**src/rtl/ecc_seq_ctrl.sv**
```systemverilog
// Scalar-multiplication sequencer for the shared modular ALU: PRE-CAL, double-and-add
// over the scalar, Fermat inversion chain, then DIV-MUL. Control only, no datapath.
module ecc_seq_ctrl #(
   parameter int                 SCALAR_W = 255,
   parameter int                 INV_W    = 255,
   parameter logic [INV_W-1:0]   INV_EXP  =
      255'h7FFFFFFF_FFFFFFFF_FFFFFFFF_FFFFFFFF_FFFFFFFF_FFFFFFFF_FFFFFFFF_FFFFFFEB
) (
   input  logic                clk,
   input  logic                rst,
   input  logic                start,
   input  logic [SCALAR_W-1:0] scalar,
   output logic                busy,
   output logic                done,
   output logic [2:0]          phase,
   output logic [7:0]          bit_idx,
   output logic                alu_valid,
   output logic [1:0]          alu_state,
   output logic                alu_keep,
   output logic                alu_consec,
   input  logic                alu_ready
);

   typedef enum logic [2:0] {
      S_IDLE   = 3'd0,
      S_PRE    = 3'd1,
      S_MUL    = 3'd2,
      S_INV    = 3'd3,
      S_DIVMUL = 3'd4,
      S_DONE   = 3'd5
   } state_t;

   localparam logic [7:0] MUL_TOP = 8'(SCALAR_W - 1);
   localparam logic [7:0] INV_TOP = 8'(INV_W - 1);

   state_t                state;
   logic [SCALAR_W-1:0]   scalar_q;
   logic [7:0]            idx_dec;
   logic [SCALAR_W-1:0]   mul_sh;
   logic [INV_W-1:0]      inv_sh;
   logic                  op_end;

   // A ready coinciding with the launch pulse cannot belong to the op being launched.
   assign op_end = alu_ready && !alu_valid;
   assign phase  = state;

   always_comb begin
      idx_dec = bit_idx - 8'd1;
      mul_sh  = scalar_q >> idx_dec;
      inv_sh  = INV_EXP >> idx_dec;
   end

   always_ff @(posedge clk or posedge rst) begin
      if (rst) begin
         state      <= S_IDLE;
         scalar_q   <= '0;
         busy       <= 1'b0;
         done       <= 1'b0;
         bit_idx    <= 8'd0;
         alu_valid  <= 1'b0;
         alu_state  <= 2'd0;
         alu_keep   <= 1'b0;
         alu_consec <= 1'b0;
      end else begin
         // NOTE: pulse outputs default low here so every branch below only states when they fire.
         alu_valid <= 1'b0;
         done      <= 1'b0;
         case (state)
            S_IDLE: begin
               if (start) begin
                  state      <= S_PRE;
                  scalar_q   <= scalar;
                  busy       <= 1'b1;
                  alu_valid  <= 1'b1;
                  alu_state  <= 2'd0;
                  bit_idx    <= 8'd0;
                  alu_keep   <= 1'b0;
                  alu_consec <= 1'b0;
               end
            end
            S_PRE: begin
               if (op_end) begin
                  state      <= S_MUL;
                  alu_valid  <= 1'b1;
                  alu_state  <= 2'd1;
                  bit_idx    <= MUL_TOP;
                  alu_consec <= scalar_q[SCALAR_W-1];
                  alu_keep   <= (MUL_TOP != 8'd0);
               end
            end
            S_MUL: begin
               if (op_end) begin
                  if (bit_idx == 8'd0) begin
                     state      <= S_INV;
                     alu_valid  <= 1'b1;
                     alu_state  <= 2'd2;
                     bit_idx    <= INV_TOP;
                     alu_consec <= INV_EXP[INV_W-1];
                     alu_keep   <= (INV_TOP != 8'd0);
                  end else begin
                     bit_idx    <= idx_dec;
                     alu_consec <= mul_sh[0];
                     alu_keep   <= (idx_dec != 8'd0);
                  end
               end
            end
            S_INV: begin
               if (op_end) begin
                  if (bit_idx == 8'd0) begin
                     state      <= S_DIVMUL;
                     alu_valid  <= 1'b1;
                     alu_state  <= 2'd3;
                     bit_idx    <= 8'd0;
                     alu_consec <= 1'b0;
                     alu_keep   <= 1'b0;
                  end else begin
                     bit_idx    <= idx_dec;
                     alu_consec <= inv_sh[0];
                     alu_keep   <= (idx_dec != 8'd0);
                  end
               end
            end
            S_DIVMUL: begin
               if (op_end) begin
                  state     <= S_DONE;
                  done      <= 1'b1;
                  busy      <= 1'b0;
                  alu_state <= 2'd0;
               end
            end
            S_DONE: begin
               state <= S_IDLE;
            end
            default: begin
               state <= S_IDLE;
            end
         endcase
      end
   end

endmodule

```
**config.mk**
```make
export PLATFORM = sky130hd
export DESIGN_NAME = ecc_seq_ctrl
export DESIGN_NICKNAME = d
export VERILOG_FILES = /design/src/rtl/ecc_seq_ctrl.sv
export SDC_FILE = /design/constraint.sdc
export NUM_CORES = 1
export LEC_CHECK = 0
export CORE_MARGIN = 2
export CORE_UTILIZATION = 46
export DETAILED_ROUTE_END_ITERATION = 8
export GPL_TIMING_DRIVEN = 0
export PLACE_DENSITY = 0.83
export SYNTH_ARGS = -nofsm -noshare
export SYNTH_HDL_FRONTEND = slang
export SYNTH_SLANG_ARGS = --single-unit
```
**constraint.sdc**
```tcl
create_clock -name clk -period 9.98 [get_ports clk]
set_clock_uncertainty 0.15 [all_clocks]
set_input_delay 1.996 -clock clk [delete_from_list [all_inputs] [get_ports clk]]
set_output_delay 1.996 -clock clk [all_outputs]
set_load 0.02 [all_outputs]
```
== Word level (Yosys, flattened, before mapping) ==
Index checks and enable logic that the tools add are counted.

* Bits in registers: 273
* Input bits: 259
* Output and inout port bits: 18
* Word-level logic and storage cells: 82

* Add/subtract/negate cells: 1
* Equal/unequal tests: 11
* Shifts and indexed selects: 2
* Muxes and demuxes: 45
* Reduce and logical (&&, ||, !) cells: 14

{| class="wikitable"
|+ Operators with widths
! operator !! number
|-
| >> shifter 255 x 8 -> 1 bit || 1
|-
| >> shifter 255 x 8 -> 1 bit, first input constant || 1
|-
| two-way mux 8 bit || 6
|-
| case mux 8 bit (4 select lines) || 1
|-
| two-way mux 3 bit || 7
|-
| two-way mux 1 bit || 18
|-
| case mux 3 bit (5 select lines) || 1
|-
| two-way mux 2 bit || 7
|-
| != test 2 bit, second input constant || 7
|-
| case mux 2 bit (5 select lines) || 1
|-
| logical NOT 8 bit || 1
|-
| case mux 1 bit (4 select lines) || 2
|-
| AND reduction 8 bit || 1
|-
| nonzero test 8 bit || 1
|-
| subtractor 8 x 1 -> 8 bit, second input constant || 1
|-
| AND reduction 7 bit || 1
|-
| equality test 3 x 2 -> 1 bit, second input constant || 2
|-
| AND reduction 5 bit || 1
|-
| nonzero test 5 bit || 1
|-
| nonzero test 4 bit || 1
|-
| equality test 3 x 1 -> 1 bit, second input constant || 1
|-
| equality test 3 bit, second input constant || 1
|-
| logical NOT 3 bit || 1
|-
| case mux 1 bit (3 select lines) || 1
|-
| other kinds (7) || 7
|}

== Depth between registers and ports, before layout ==
* Word-level depth: 5
* Mapped depth: 14
* Depth with buffers taken out: 9

== Worst setup path before layout ==
OpenSTA, ideal clock, no wires.

* Path type: input to register
* From: input port alu_ready
* To: register bit_idx[1]
* Setup time: 0.121 ns
* Data arrival time: 3.125 ns
* Data required time: 9.709 ns
* Path slack: 6.585 ns
* Stages: 5
* Path buffers: 1
* Cells stage by stage: nand2b_1 -> buf_1 -> nor3_1 -> nor2_1 -> a22o_1

* Cells in the longest elaborated chain, start to end: 3
* Elaborated cells on any way between the ends: 5
* Classes of those cells: 3 x eq/ne; 2 x reduce/logical

{| class="wikitable"
|+ RTL lines
! element !! RTL line !! text
|-
| start, declared || 21 || <nowiki>input logic alu_ready</nowiki>
|-
| logical AND 1 bit * || 44 || <nowiki>assign op_end = alu_ready && !alu_valid;</nowiki>
|-
| != test 2 bit (no line) || - ||
|-
| AND reduction 5 bit (no line) * || - ||
|-
| end signal, assigned || 101 || <nowiki>bit_idx <= idx_dec;</nowiki>
|-
| end signal, assigned || 117 || <nowiki>bit_idx <= idx_dec;</nowiki>
|-
| end, declared || 16 || <nowiki>output logic [7:0] bit_idx,</nowiki>
|}

Every way passes the cells marked *; elsewhere a longest branch is shown, timed or not.
A chain may end at the register's enable or synchronous reset.

== Worst setup path in the final report ==
* From: register bit_idx[0]
* To: register alu_consec

* Cells in the longest elaborated chain, start to end: 5
* Elaborated cells on any way between the ends: 9
* Classes of those cells: 1 x add/sub; 2 x shift; 5 x mux; 1 x reduce/logical

{| class="wikitable"
|+ RTL lines
! element !! RTL line !! text
|-
| subtractor 8 x 1 -> 8 bit || 48 || <nowiki>idx_dec = bit_idx - 8'd1;</nowiki>
|-
| >> shifter 255 x 8 -> 1 bit (on tied branches) || 50, 49 ||
|-
| two-way mux 1 bit (on tied branches) || 109, 93 ||
|-
| two-way mux 1 bit (on tied branches) || 108, 92 ||
|-
| case mux 1 bit (4 select lines) * || 68 || <nowiki>case (state)</nowiki>
|-
| end signal, assigned || 87 || <nowiki>alu_consec <= scalar_q[SCALAR_W-1];</nowiki>
|-
| end signal, assigned || 102 || <nowiki>alu_consec <= mul_sh[0];</nowiki>
|-
| end signal, assigned || 118 || <nowiki>alu_consec <= inv_sh[0];</nowiki>
|-
| end, declared || 20 || <nowiki>output logic alu_consec,</nowiki>
|}

Every way passes the cells marked *; elsewhere a longest branch is shown, timed or not. The select of a mux whose other input is x is not followed.

==> reports/metrics.cfg <==
[status]
status=completed

[routing]
viasPerCell=5.23
drcViolationCount=0
first_pass_iters=6
detail_route.iter0.violations=774
vias=10900
drtAntennaViolNets=0
wl_per_cell_um=18.3
wl_mm=38.2

[yosys]
netlist.area_leader.share_pct=53.3
synthesis.instances=1370
ys_ff_latch=273
mappedNetlistArea_sq_um=12800
synth_nets=1634
synth_flop_cell=dfrtp_1
synth_common_cells=801 x nand2_1, 273 x dfrtp_1, 69 x mux4_2
yosysSeqAreaShare_pct=53.3
synth_most_common_cell=nand2_1
ys_warn_count=0
synth_edf_count=0
synth-async-reset-ratio_pct=100
synth_cell_types=57
syn_avg_cell_area_sq_um=9.35
synth_top_area_cell=dfrtp_1
synthTopCellsByArea=dfrtp_1 53%, nand2_1 23%, mux4_2 12%

[timing]
fin_crit_ns=4.52
relSlewSlack_pct=26.0
hold_viol=0
worst_pin_slew_ns=1.10
slew_violations=0
setup_viol=0
finalCritPeriodShare_pct=45.3
fmax_mhz=221
fin_ws_ns=5.46
grt_setup_unrepaired=false

[finish]
drive_gt1_share_pct=9.22
nets=1944
multi_input_area_sq_um=5570
fin_cells=2088
area_growth_pct=33.8
fillers=2303
seq_area_sq_um=6830
final_area_sq_um=17100

[clock_tree]
cts-htree-levels=1
clock_sinks=273
hold_buffers=0
clkTransAtPathRegs_ns=0.07
cts_tree=done
clock_path_buffers=3
ctsResizeCount=0
cts_setup_buffers=0
clk_latency_ns=0.57
root_buffer=clkbuf_16
cts_inserted_buffers=30

[die]
die_w_um=171
ios=277
start_util_pct=46.4
die_y_um=171
dieArea_sq_um=29200
rows=61
core_region_area_sq_um=27600

[min_path]
hold_start=scalar_q[104]
hold_end=scalar_q[104]
hold_class=register to register
hold_depth=2

[global_routing]
grt_pass1_wl_mm=59.3
antenna_found_initial=6
grt_usage_pct=26.6
overflow=0
grt_pass1_vias=11300
grt_max_degree=126

[worst_setup_path]
crit_slowest_cell=buf_1
crit_chain=buf_6 -> buf_4 -> inv_2 -> ha_1 -> clkbuf_1 -> buf_1 -> mux4_2 -> o22a_1 -> nand4_1 -> o211ai_1 -> a211oi_1 -> o311ai_1
critPathKind=register to register
cp_slowest_stage_delay_ns=0.77
rr_worst_depth=12
timing.rr.start=bit_idx[0]
r2r-end=alu_consec
cp.required_ns=10.24
worstSetupStartpointType=register
reg2reg_slack_ns=5.46
cp.arrival_ns=4.79
end_kind=register
critPathMaxFanout=10

[placed_design]
dp_hpwl_mm=27.9
place.port_buffers=276
place_ws_ns=5.49
routabilityCongestion=0.889
dpl-instance-area_sq_um=16100
post-place-cells=2026

[pwr]
peakVddDrop_uv=168
cellPowerDensity_nw_per_um2=332
leakagePower_uw=0.00822

[flow_run]
maxCapViolCount=0

==> cells by family (layout without fill, tap and decap cells) <==
family | Yosys count | in the layout | synth area share (%)
AND/OR/NAND/NOR | 847 | 847 | 25.7
flip-flops | 273 | 273 | 53.3
buffers and inverters | 94 | 427 | 3.25
multiplexers | 88 | 88 | 13.7
AO/OA/AOI/OAI | 55 | 55 | 2.99
XOR/XNOR | 8 | 8 | 0.605
adder cells (fa/ha/maj) | 5 | 5 | 0.488
other | 0 | 7 | 0
==> power breakdown <==
group,total (uW),internal [uW],switching [uW],leakage [uW]
Clock,1120,663,460,0.000499
Sequential,1910,1620,296,0.00341
Combinational,2660,1190,1470,0.00431
==> per-stage QoR <==
stage | utilization [%] | power, uW | hold WS, ns | setup TNS, ns
after global placement | 58.1 | 4450 | 0.301 | -697.36
after detailed placement | 58.3 | 4560 | 0.307 | 0
after CTS | 62.0 | 5700 | 0.322 | 0
final | 62.0 | 5690 | 0.322 | 0
after global routing | 62.0 | 6050 | 0.340 | 0
after floorplan | - | 3660 | 0.290 | 0
==> final cells by class <==
cell class / count / area share (%)
Inverter: 7 / 0.197
Timing Repair Buffer: 278 / 16.4
Buffer: 87 / 2.28
Sequential cell: 273 / 39.9
Clock buffer: 42 / 5.11
Tap cell: 378 / 2.76
Antenna cell: 7 / 0.102
Multi-Input combinational cell: 1003 / 32.5
Clock inverter: 13 / 0.788
==> critical path: cells and delay by family, from the launching register on <==
kind	cells	cell delay (ns)
mux	1	0.47
compound gates	4	0.81
flops	1	0.48
buf+inv	5	2.02
simple gates	1	0.09
fa+ha+maj	1	0.34
==> state kept, by name, indices dropped and copies added, names as in the netlist <==
register / flops
scalar_q: 255
bit_idx: 8
phase: 3
alu_state: 2
alu_consec: 1
alu_keep: 1
alu_valid: 1
busy: 1
done: 1
==> how the worst max path moves through the flow <==
stage / slack [ns] / startpoint / endpoint
4_1_cts: 5.51 / bit_idx[0] / alu_consec
3_5_place_dp: 5.49 / start / scalar_q[247]
2_1_floorplan: 0.31 / rst / alu_consec
6_report: 5.46 / bit_idx[0] / alu_consec
3_3_place_gp: -2.58 / rst / scalar_q[53]
5_1_grt: 5.29 / bit_idx[0] / alu_consec
==> metal layers <==
metal	vias up	share of wire, %	track usage, %
met1	5321	41	34.6
li1	5066	-	-
met3	104	6.6	4.35
met4	0	4.6	12.0
met2	426	48	44.0
met5	-	0	0
==> placed cells by master (no fill, tap or decap), types with 2 or more instances in the layout <==
cell type and instances:
nor3_1 8, buf_2 9, clkbuf_16 30, diode_2 7, o21ai_0 10, o41ai_1 2
nand2b_1 2, o31ai_1 2, and3_1 2, nand2_1 801, mux2i_1 14, and4_1 3
nand4_1 2, inv_1 5, nand3_1 10, ha_1 5, clkdlybuf4s50_1 276, clkbuf_8 8
xnor2_1 4, o211ai_1 2, clkbuf_1 67, a31oi_1 7, buf_1 6, a211oi_1 3
mux4_2 69, xor2_1 3, bufinv_16 2, mux2_2 5, clkinv_2 7, a21oi_1 11
a22o_1 2, buf_4 4, buf_6 5, nor2_1 7, dfrtp_1 273, a41oi_1 3
clkinvlp_4 2, buf_16 2
Note: power is estimated with default switching activity, not from simulation.
